<file path="src/rtl/ex_muldiv_unit_if.sv">
// ex_muldiv_unit_if: EX-stage mul/div request, MTHI/MTLO and result bundle.
// master = pipeline side (start/op/a/b/flush/wr_*/wdata), slave = unit.
interface ex_muldiv_unit_if #(
  parameter int WIDTH = 32
);
  logic             start;
  logic [1:0]       op;
  logic [WIDTH-1:0] a;
  logic [WIDTH-1:0] b;
  logic             flush;
  logic             wr_hi;
  logic             wr_lo;
  logic [WIDTH-1:0] wdata;
  logic             busy;
  logic             done;
  logic             stall_req;
  logic [WIDTH-1:0] hi;
  logic [WIDTH-1:0] lo;

  modport master (
    output start, op, a, b, flush,
    output wr_hi, wr_lo, wdata,
    input  busy, done, stall_req, hi, lo
  );

  modport slave (
    input  start, op, a, b, flush,
    input  wr_hi, wr_lo, wdata,
    output busy, done, stall_req, hi, lo
  );
endinterface

</file>
<file path="src/rtl/ex_muldiv_unit.sv">
// ex_muldiv_unit: iterative MULT/MULTU/DIV/DIVU with HI/LO, WIDTH+2 latency.
// Ports: clk, reset (async, high), bus (slave: request in, hi/lo/busy out).
module ex_muldiv_unit #(
  parameter int WIDTH = 32,
  parameter int CNT_W = $clog2(WIDTH) + 1
) (
  input logic clk,
  input logic reset,
  ex_muldiv_unit_if.slave bus
);

  typedef enum logic [1:0] {IDLE, RUN, FIX} state_t;

  state_t           state;
  logic [CNT_W-1:0] cnt;
  logic             is_div;
  logic             neg_res;
  logic             neg_rem;
  logic             div_zero;
  logic             busy;
  logic             done;
  logic [WIDTH-1:0] a_q;
  logic [WIDTH-1:0] opnd;
  logic [WIDTH-1:0] rem;
  logic [WIDTH-1:0] hi;
  logic [WIDTH-1:0] lo;
  // mult: {partial product, multiplier}
  // div: low half shifts dividend out, quotient in
  logic [2*WIDTH-1:0] acc;

  logic             sgn;
  logic [WIDTH-1:0] abs_a;
  logic [WIDTH-1:0] abs_b;
  logic [WIDTH:0]   mul_sum;
  logic [WIDTH:0]   div_shift;
  logic             div_ok;
  logic [2*WIDTH-1:0] prod;
  logic [WIDTH-1:0] quo;
  logic [WIDTH-1:0] rmd;

  assign sgn   = bus.op[0];
  assign abs_a = (sgn && bus.a[WIDTH-1]) ? -bus.a : bus.a;
  assign abs_b = (sgn && bus.b[WIDTH-1]) ? -bus.b : bus.b;

  assign mul_sum = {1'b0, acc[2*WIDTH-1:WIDTH]}
                 + (acc[0] ? {1'b0, opnd} : '0);

  // shifted partial remainder needs one extra bit
  assign div_shift = {rem, acc[WIDTH-1]};
  assign div_ok    = div_shift >= {1'b0, opnd};

  assign prod = neg_res ? -acc : acc;
  assign quo  = neg_res ? -acc[WIDTH-1:0] : acc[WIDTH-1:0];
  assign rmd  = neg_rem ? -rem : rem;

  assign bus.busy      = busy;
  assign bus.done      = done;
  assign bus.hi        = hi;
  assign bus.lo        = lo;
  assign bus.stall_req = busy | (bus.start & (state == IDLE));

  always_ff @(posedge clk or posedge reset) begin
    if (reset) begin
      state    <= IDLE;
      cnt      <= '0;
      is_div   <= 1'b0;
      neg_res  <= 1'b0;
      neg_rem  <= 1'b0;
      div_zero <= 1'b0;
      busy     <= 1'b0;
      done     <= 1'b0;
      a_q      <= '0;
      opnd     <= '0;
      rem      <= '0;
      acc      <= '0;
      hi       <= '0;
      lo       <= '0;
    end else begin
      done <= 1'b0;
      unique case (state)
        IDLE: begin
          if (bus.start && !bus.flush) begin
            state    <= RUN;
            busy     <= 1'b1;
            cnt      <= '0;
            is_div   <= bus.op[1];
            neg_res  <= sgn & (bus.a[WIDTH-1] ^ bus.b[WIDTH-1]);
            neg_rem  <= sgn & bus.a[WIDTH-1];
            div_zero <= bus.op[1] & (bus.b == '0);
            a_q      <= bus.a;
            rem      <= '0;
            opnd     <= bus.op[1] ? abs_b : abs_a;
            acc      <= {{WIDTH{1'b0}},
                         bus.op[1] ? abs_a : abs_b};
          end else if (!bus.start) begin
            if (bus.wr_hi) hi <= bus.wdata;
            if (bus.wr_lo) lo <= bus.wdata;
          end
        end
        RUN: begin
          if (bus.flush) begin
            state <= IDLE;
            busy  <= 1'b0;
          end else begin
            if (is_div) begin
              acc[WIDTH-1:0] <= {acc[WIDTH-2:0], div_ok};
              rem <= div_ok
                ? WIDTH'(div_shift - {1'b0, opnd})
                : div_shift[WIDTH-1:0];
            end else begin
              acc <= {mul_sum, acc[WIDTH-1:1]};
            end
            cnt <= cnt + 1'b1;
            if (cnt == CNT_W'(WIDTH - 1)) state <= FIX;
          end
        end
        FIX: begin
          state <= IDLE;
          busy  <= 1'b0;
          if (!bus.flush) begin
            done <= 1'b1;
            if (!is_div) begin
              hi <= prod[2*WIDTH-1:WIDTH];
              lo <= prod[WIDTH-1:0];
            end else if (div_zero) begin
              hi <= a_q;
              lo <= '1;
            end else begin
              hi <= rmd;
              lo <= quo;
            end
          end
        end
        default: begin
          state <= IDLE;
          busy  <= 1'b0;
        end
      endcase
    end
  end

endmodule

</file>
<file path="src/flat_wrapper.sv">
// flat-port wrapper written by rule: the top's interface ports become plain ports
module ex_muldiv_unit_flat 
#(
  parameter int WIDTH = 32,
  parameter int CNT_W = $clog2(WIDTH) + 1
)
  (clk, reset, bus_start, bus_op, bus_a, bus_b, bus_flush, bus_wr_hi, bus_wr_lo, bus_wdata, bus_busy, bus_done, bus_stall_req, bus_hi, bus_lo);
  ex_muldiv_unit_if #(.WIDTH(WIDTH)) bus_i ();
  input logic clk;
  input logic reset;
  input wire logic [$bits(bus_i.start)-1:0] bus_start;
  input wire logic [$bits(bus_i.op)-1:0] bus_op;
  input wire logic [$bits(bus_i.a)-1:0] bus_a;
  input wire logic [$bits(bus_i.b)-1:0] bus_b;
  input wire logic [$bits(bus_i.flush)-1:0] bus_flush;
  input wire logic [$bits(bus_i.wr_hi)-1:0] bus_wr_hi;
  input wire logic [$bits(bus_i.wr_lo)-1:0] bus_wr_lo;
  input wire logic [$bits(bus_i.wdata)-1:0] bus_wdata;
  output wire logic [$bits(bus_i.busy)-1:0] bus_busy;
  output wire logic [$bits(bus_i.done)-1:0] bus_done;
  output wire logic [$bits(bus_i.stall_req)-1:0] bus_stall_req;
  output wire logic [$bits(bus_i.hi)-1:0] bus_hi;
  output wire logic [$bits(bus_i.lo)-1:0] bus_lo;
  assign bus_i.start = bus_start;
  assign bus_i.op = bus_op;
  assign bus_i.a = bus_a;
  assign bus_i.b = bus_b;
  assign bus_i.flush = bus_flush;
  assign bus_i.wr_hi = bus_wr_hi;
  assign bus_i.wr_lo = bus_wr_lo;
  assign bus_i.wdata = bus_wdata;
  assign bus_busy = bus_i.busy;
  assign bus_done = bus_i.done;
  assign bus_stall_req = bus_i.stall_req;
  assign bus_hi = bus_i.hi;
  assign bus_lo = bus_i.lo;
  ex_muldiv_unit #(.WIDTH(WIDTH), .CNT_W(CNT_W)) u_core (.clk(clk), .reset(reset), .bus(bus_i));
endmodule
</file>
<file path="config.mk">
export PLATFORM = sky130hd
export DESIGN_NAME = ex_muldiv_unit_flat
export DESIGN_NICKNAME = d
export VERILOG_FILES = /design/src/rtl/ex_muldiv_unit_if.sv /design/src/rtl/ex_muldiv_unit.sv /design/src/flat_wrapper.sv
export SDC_FILE = /design/constraint.sdc
export NUM_CORES = 1
export LEC_CHECK = 0
export BUFFER_PORTS_ARGS = -buffer_cell sky130_fd_sc_hd__buf_2
export CORE_MARGIN = 5
export CORE_UTILIZATION = 60
export CTS_CLUSTER_DIAMETER = 120
export CTS_CLUSTER_SIZE = 25
export DETAILED_ROUTE_END_ITERATION = 10
export PLACE_DENSITY = 0.87
export SYNTH_ARGS = -nofsm -noshare
export SYNTH_HDL_FRONTEND = slang
export SYNTH_SLANG_ARGS = --single-unit
</file>
<file path="constraint.sdc">
create_clock -name clk -period 10.86 [get_ports clk]
set_clock_uncertainty 0.05 [all_clocks]
set_input_delay 2.172 -clock clk [delete_from_list [all_inputs] [get_ports clk]]
set_output_delay 2.172 -clock clk [all_outputs]
set_load 0.01 [all_outputs]
</file>
# Word level (Yosys, flattened, before mapping)
# Index checks and enable logic that the tools add are counted.
[classes]
addsub = 8
magnitude_cmp = 1
eq_ne = 14
mux = 44
n_bitwise = 6
n_reduce_logical = 16
[ops]
columns = ["operator", "n"]
rows = [
  ["32-bit 2-to-1 mux", 25],
  ["64-bit 2-to-1 mux", 3],
  ["32-bit one-hot mux with 2 select lines", 3],
  ["32-bit negator", 4],
  ["64-bit one-hot mux with 2 select lines", 1],
  ["64-bit negator", 1],
  ["32-bit by 33-bit adder with 33-bit output", 1],
  ["33-bit by 32-bit greater-or-equal comparator with 1-bit output", 1],
  ["32-bit logical NOT", 1],
  ["32-bit subtractor", 1],
  ["2-bit inequality test (second input constant)", 9],
  ["6-bit 2-to-1 mux", 2],
  ["6-bit one-hot mux with 2 select lines", 1],
  ["5-bit AND reduction", 2],
  ["4-bit AND reduction", 2],
  ["6-bit by 1-bit adder with 6-bit output (second input constant)", 1],
  ["6-bit by 5-bit == test with 1-bit output (second input constant)", 1],
  ["2-bit 2-to-1 mux", 3],
  ["2-bit AND reduction", 3],
  ["1-bit bitwise AND", 4],
  ["1-bit 2-to-1 mux", 4],
  ["2-bit one-hot mux with 2 select lines", 1],
  ["2-bit nonzero test", 2],
  ["1-bit logical AND", 3],
  ["10 further kinds", 10],
]
[totals]
regBits = 238
inputBits = 104
out_inout_bits = 67
wordCells = 104

# Longest topological paths before layout
[depth]
word_depth = 6
ltp_mapped = 14
depth_no_buf = 13

# Worst setup path after synthesis
# Ideal clock, no wire load.
[synth_path]
path_type = "in2reg"
start = "input port bus_a[0]"
end = "register u_core.acc[24]"
setup_ps = 65
arrival_ps = 4491
required_time_ps = 10745
path_slack_ps = 6254
cell_stages = 11
path_buffers = 1
path_cell_list = "inv_1 ha_1 or3b_2 nor4b_1 and2_0 clkbuf_1 a31oi_1 nand2b_1 xnor2_1 a211oi_1 o22a_1"
[synth_via]
elab_chain_cells = 5
[synth_rtl]
columns = ["element", "line_no", "rtl"]
rows = [
  ["start, declared", "flat_wrapper.sv:13", "input wire logic [$bits(bus_i.a)-1:0] bus_a;"],
  ["32-bit negator", "ex_muldiv_unit.sv:42", "assign abs_a = (sgn && bus.a[WIDTH-1]) ? -bus.a : bus.a;"],
  ["32-bit 2-to-1 mux", "ex_muldiv_unit.sv:42", ""],
  ["32-bit 2-to-1 mux", "ex_muldiv_unit.sv:94", "bus.op[1] ? abs_a : abs_b};"],
  ["64-bit 2-to-1 mux", "ex_muldiv_unit.sv:82", "if (bus.start && !bus.flush) begin"],
  ["64-bit one-hot mux with 2 select lines", "ex_muldiv_unit.sv:80", "unique case (state)"],
  ["end signal, assigned", "ex_muldiv_unit.sv:93", "acc <= {{WIDTH{1'b0}},"],
  ["end signal, assigned by index", "ex_muldiv_unit.sv:106", "acc[WIDTH-1:0] <= {acc[WIDTH-2:0], div_ok};"],
  ["end signal, assigned", "ex_muldiv_unit.sv:111", "acc <= {mul_sum, acc[WIDTH-1:1]};"],
  ["end, declared", "ex_muldiv_unit.sv:29", "logic [2*WIDTH-1:0] acc;"],
]
# No other way between the ends. The select of a mux whose other input is x is not followed.
# A chain may end at the register's enable or synchronous reset.

# Worst setup path after layout
[layout_path]
start = "input port bus_start"
end = "output port bus_stall_req"
[layout_via]
elab_chain_cells = 2
[layout_rtl]
columns = ["element", "line_no", "rtl"]
rows = [
  ["start, declared", "flat_wrapper.sv:11", "input wire logic [$bits(bus_i.start)-1:0] bus_start;"],
  ["1-bit bitwise AND", "ex_muldiv_unit.sv:60", "assign bus.stall_req = busy | (bus.start & (state == IDLE));"],
  ["1-bit OR", "ex_muldiv_unit.sv:60", ""],
  ["end, declared", "flat_wrapper.sv:21", "output wire logic [$bits(bus_i.stall_req)-1:0] bus_stall_req;"],
]
# No other way between the ends.

==> impl_results.md <==
* Die Width at 183 µm
* Vias in the first global route at 16100
* Worst stage delay on the critical path at 150 ps
* Site Rows at 63
* WP data arrival at 2590 ps
* Final setup viols at 0
* CTS Buf Count at 13
* First-pass GRT wire length at 93600 µm
* Layout area overhead at 7.06%
* Initial Util at 60.8%
* Critical path required time at 8640 ps
* Number of synthesized register bits at 238
* Max FO, Critical Path at 5
* Drt via density at 6.67
* DRC Markers at 0
* Final Max Tran Viols at 0
* Post-layout min period at 4820 ps
* Largest family of logic cells by synthesized area: compound AO/OA/AOI/OAI gates
* Synth Area in Compound Gates at 24.1%
* Cells after Synth at 2264
* Via count at 18100
* Synth Area in Simple Gates at 19.6%
* CP most frequent cell: buf_2
* Normalized max-slew margin at 17.8%
* Ys flop type: dfrtp_1
* Hold crit path type: flip-flop to flip-flop
* GRT Residual Overflow at 0
* Core area at 29700 µm²
* First-pass DRT Iterations at 6
* Ys async rst share at 100%
* Post-Route WL at 62000 µm
* Total negative slack at 0 ps
* Critical Path Source Type: input port
* CTS tree: done
* Height of the die at 183 µm
* Nets at 2499
* Root buffer cell: clkbuf_16
* Final hold vios at 0
* Slowest cell on crit path: a21o_1
* PD cells at 150 nW/µm²
* Largest area contributor in the netlist: dfrtp_1
* Htree depth at 1
* Max Cap Viol at 0
* VDD IR max at 132 µV
* Yosys top cell area share at 33.0%
* Final GP Congestion at 1.01
* Multiplexer share of the synthesized area at 3.90%
* Starting DRT DRC Count at 2365
* Mapped Area at 18100 µm²
* Placed wire-length estimate at 47700 µm
* Adder-cell area share of the yosys netlist at 5.00%
* Top-count cell post-synth: nand2_1
* Number of library cell types mapped by synthesis at 86
* Leak at 8.78 nW
* Die area at 33700 µm²
* Clk sinks at 238
* Largest net degree at the start of global routing at 102
* Hold-fix buffers, CTS at 0
* Slew @ Worst Pin at 1230 ps
* Worst skew pair latency at 500 ps
* Status: completed
* Post-route ant nets at 0
* Crit path max-delay family: buffers and inverters
* Port Buf Inserts at 170
* Sequential area share after synthesis at 33.0%
* Synth Area in XOR/XNOR at 9.55%
* Synth Warn # at 0
* RSZ-0062 raised after global routing: no
* Fraction of layout cells with a size suffix above 1 at 11.3%
* All-Layer GR Usage at 35.3%
* Maximum clock path buffer count at 3
* Setup Fix Bufs, Post-CTS at 0
* EDFF count, synth at 0
* Routed len/inst at 22.8 µm
* N_diodes at 0
* Clk slew on worst S/H paths at 80 ps
* Post-cts resize count at 0
* Setup CP Type: input port to primary output
* Ranking of synthesized cells by area: dfrtp_1 (33%), o21ai_0 (7.3%), nand2_1 (7.2%), xnor2_1 (5.1%), ha_1 (4.8%)
* Kind of end point of the critical path: primary output
* I/O Pins at 171
* WP buf/inv at 2
* Top cells by count, synth: nand2_1 (347), o21ai_0 (265), dfrtp_1 (238), nor2_1 (180), a21oi_1 (168)
* Syn avg cell area at 7.98 µm²
* CP Cell Sequence: buf_2, a21o_1, buf_2
* Initial antenna violation count at 1
* Final period utilization at 44.4%
* Final Util at 65.1%
* Syn_nets at 2439
* Peak Freq at 208 MHz
[cell families after synthesis]
group                      count (synthesis)
DFF                                      238
AOI/OAI and AO/OA                        715
muxes                                     69
and+or+nand+nor                          762
adders and majority gates                 71
buffers and inverters                    212
xor gates and xnor gates                 197
[path summary, 6_finish.rpt]
kind	from	end	slack, ps	depth (start not counted)
worst max-delay path	bus_start	bus_stall_req	6040	3
min in group asynchronous	reset	u_core.acc[58]	1720	2
worst max register to register	u_core.acc[0]	u_core.bus.hi[26]	6640	11
worst min register to register	u_core.a_q[17]	u_core.a_q[17]	440	2
max in group asynchronous	reset	u_core.acc[14]	7560	3
worst min-delay path	u_core.a_q[17]	u_core.a_q[17]	440	2
[report_power, final]
group | internal [mW] | total, mW | switching, mW
logic | 0.428 | 1.12 | 0.694
clock network | 0.246 | 0.559 | 0.312
registers | 1.03 | 1.23 | 0.201
total | 1.70 | 2.91 | 1.21
[layout by cell type (no fill, tap or decap), types with 12 or more instances in the layout]
| master | synthesis | final |
|---|---|---|
| nand2_1 | 347 | 346 |
| o21ai_0 | 265 | 265 |
| dfrtp_1 | 238 | 236 |
| nor2_1 | 180 | 178 |
| buf_2 | 1 | 170 |
| a21oi_1 | 168 | 168 |
| xnor2_1 | 105 | 105 |
| xor2_1 | 92 | 92 |
| ha_1 | 69 | 69 |
| inv_1 | 69 | 68 |
| mux2i_1 | 58 | 58 |
| o31ai_1 | 38 | 38 |
| o22ai_1 | 38 | 38 |
| nand3_1 | 35 | 35 |
| nor3_1 | 35 | 35 |
| a21o_1 | 33 | 33 |
| or3_1 | 32 | 32 |
| o41ai_1 | 19 | 19 |
| nand2b_1 | 20 | 19 |
| a211oi_1 | 17 | 17 |
| buf_4 | 0 | 17 |
| and3_1 | 16 | 16 |
| or4_1 | 15 | 15 |
| a31oi_1 | 14 | 14 |
| o211ai_1 | 13 | 13 |
| clkbuf_16 | 0 | 13 |
| a221oi_1 | 12 | 12 |
[tightest hold or removal path, delay by kind of cell, from the launching register on]
kind | cells | cell delay (ps)
flip-flops | 1 | 350
AND/OR/NAND/NOR | 2 | 100
[final cells by class]
| class | count | area (µm²) |
|---|---|---|
| well taps | 390 | 488 |
| fillers | 2518 | 10400 |
| multi-input cells | 1814 | 11300 |
| clock buffers | 15 | 333 |
| inverters | 70 | 270 |
| flip-flops and latches | 238 | 5960 |
| clock inverters | 2 | 38.8 |
| repair buffers | 187 | 978 |
[state kept, by name, summed over array words and instances (netlist names)]
register,flops
u_core.bus.done,1
u_core.is_div,1
u_core.bus.hi,32
u_core.rem,32
u_core.bus.busy,1
u_core.bus.lo,32
u_core.neg_res,1
u_core.acc,64
u_core.cnt,6
u_core.state,2
u_core.a_q,32
u_core.div_zero,1
u_core.neg_rem,1
u_core.opnd,32
[through the flow]
stage	std cells	area [µm²]	power [mW]	hold slack, ps	setup slack, ps
after floorplan	2264	18100	1.96	395	2110
final	2716	19300	2.91	437	6040
after global placement	2699	19000	2.29	406	5870
after global routing	2716	19300	3.05	448	5980
after CTS	2716	19300	2.87	437	6040
after detailed placement	2699	19000	2.32	414	5770
[routing by layer]
metal  part of all wire (%)  track usage, %  vias to the layer above
met2                     42            52.4                     1218
li1                       -               -                     8166
met1                     39            50.9                     8583
met4                    5.1            14.5                        2
met3                     13            6.65                      145
met5                  0.019               0                        -
Power figures use the tool's default switching activity.
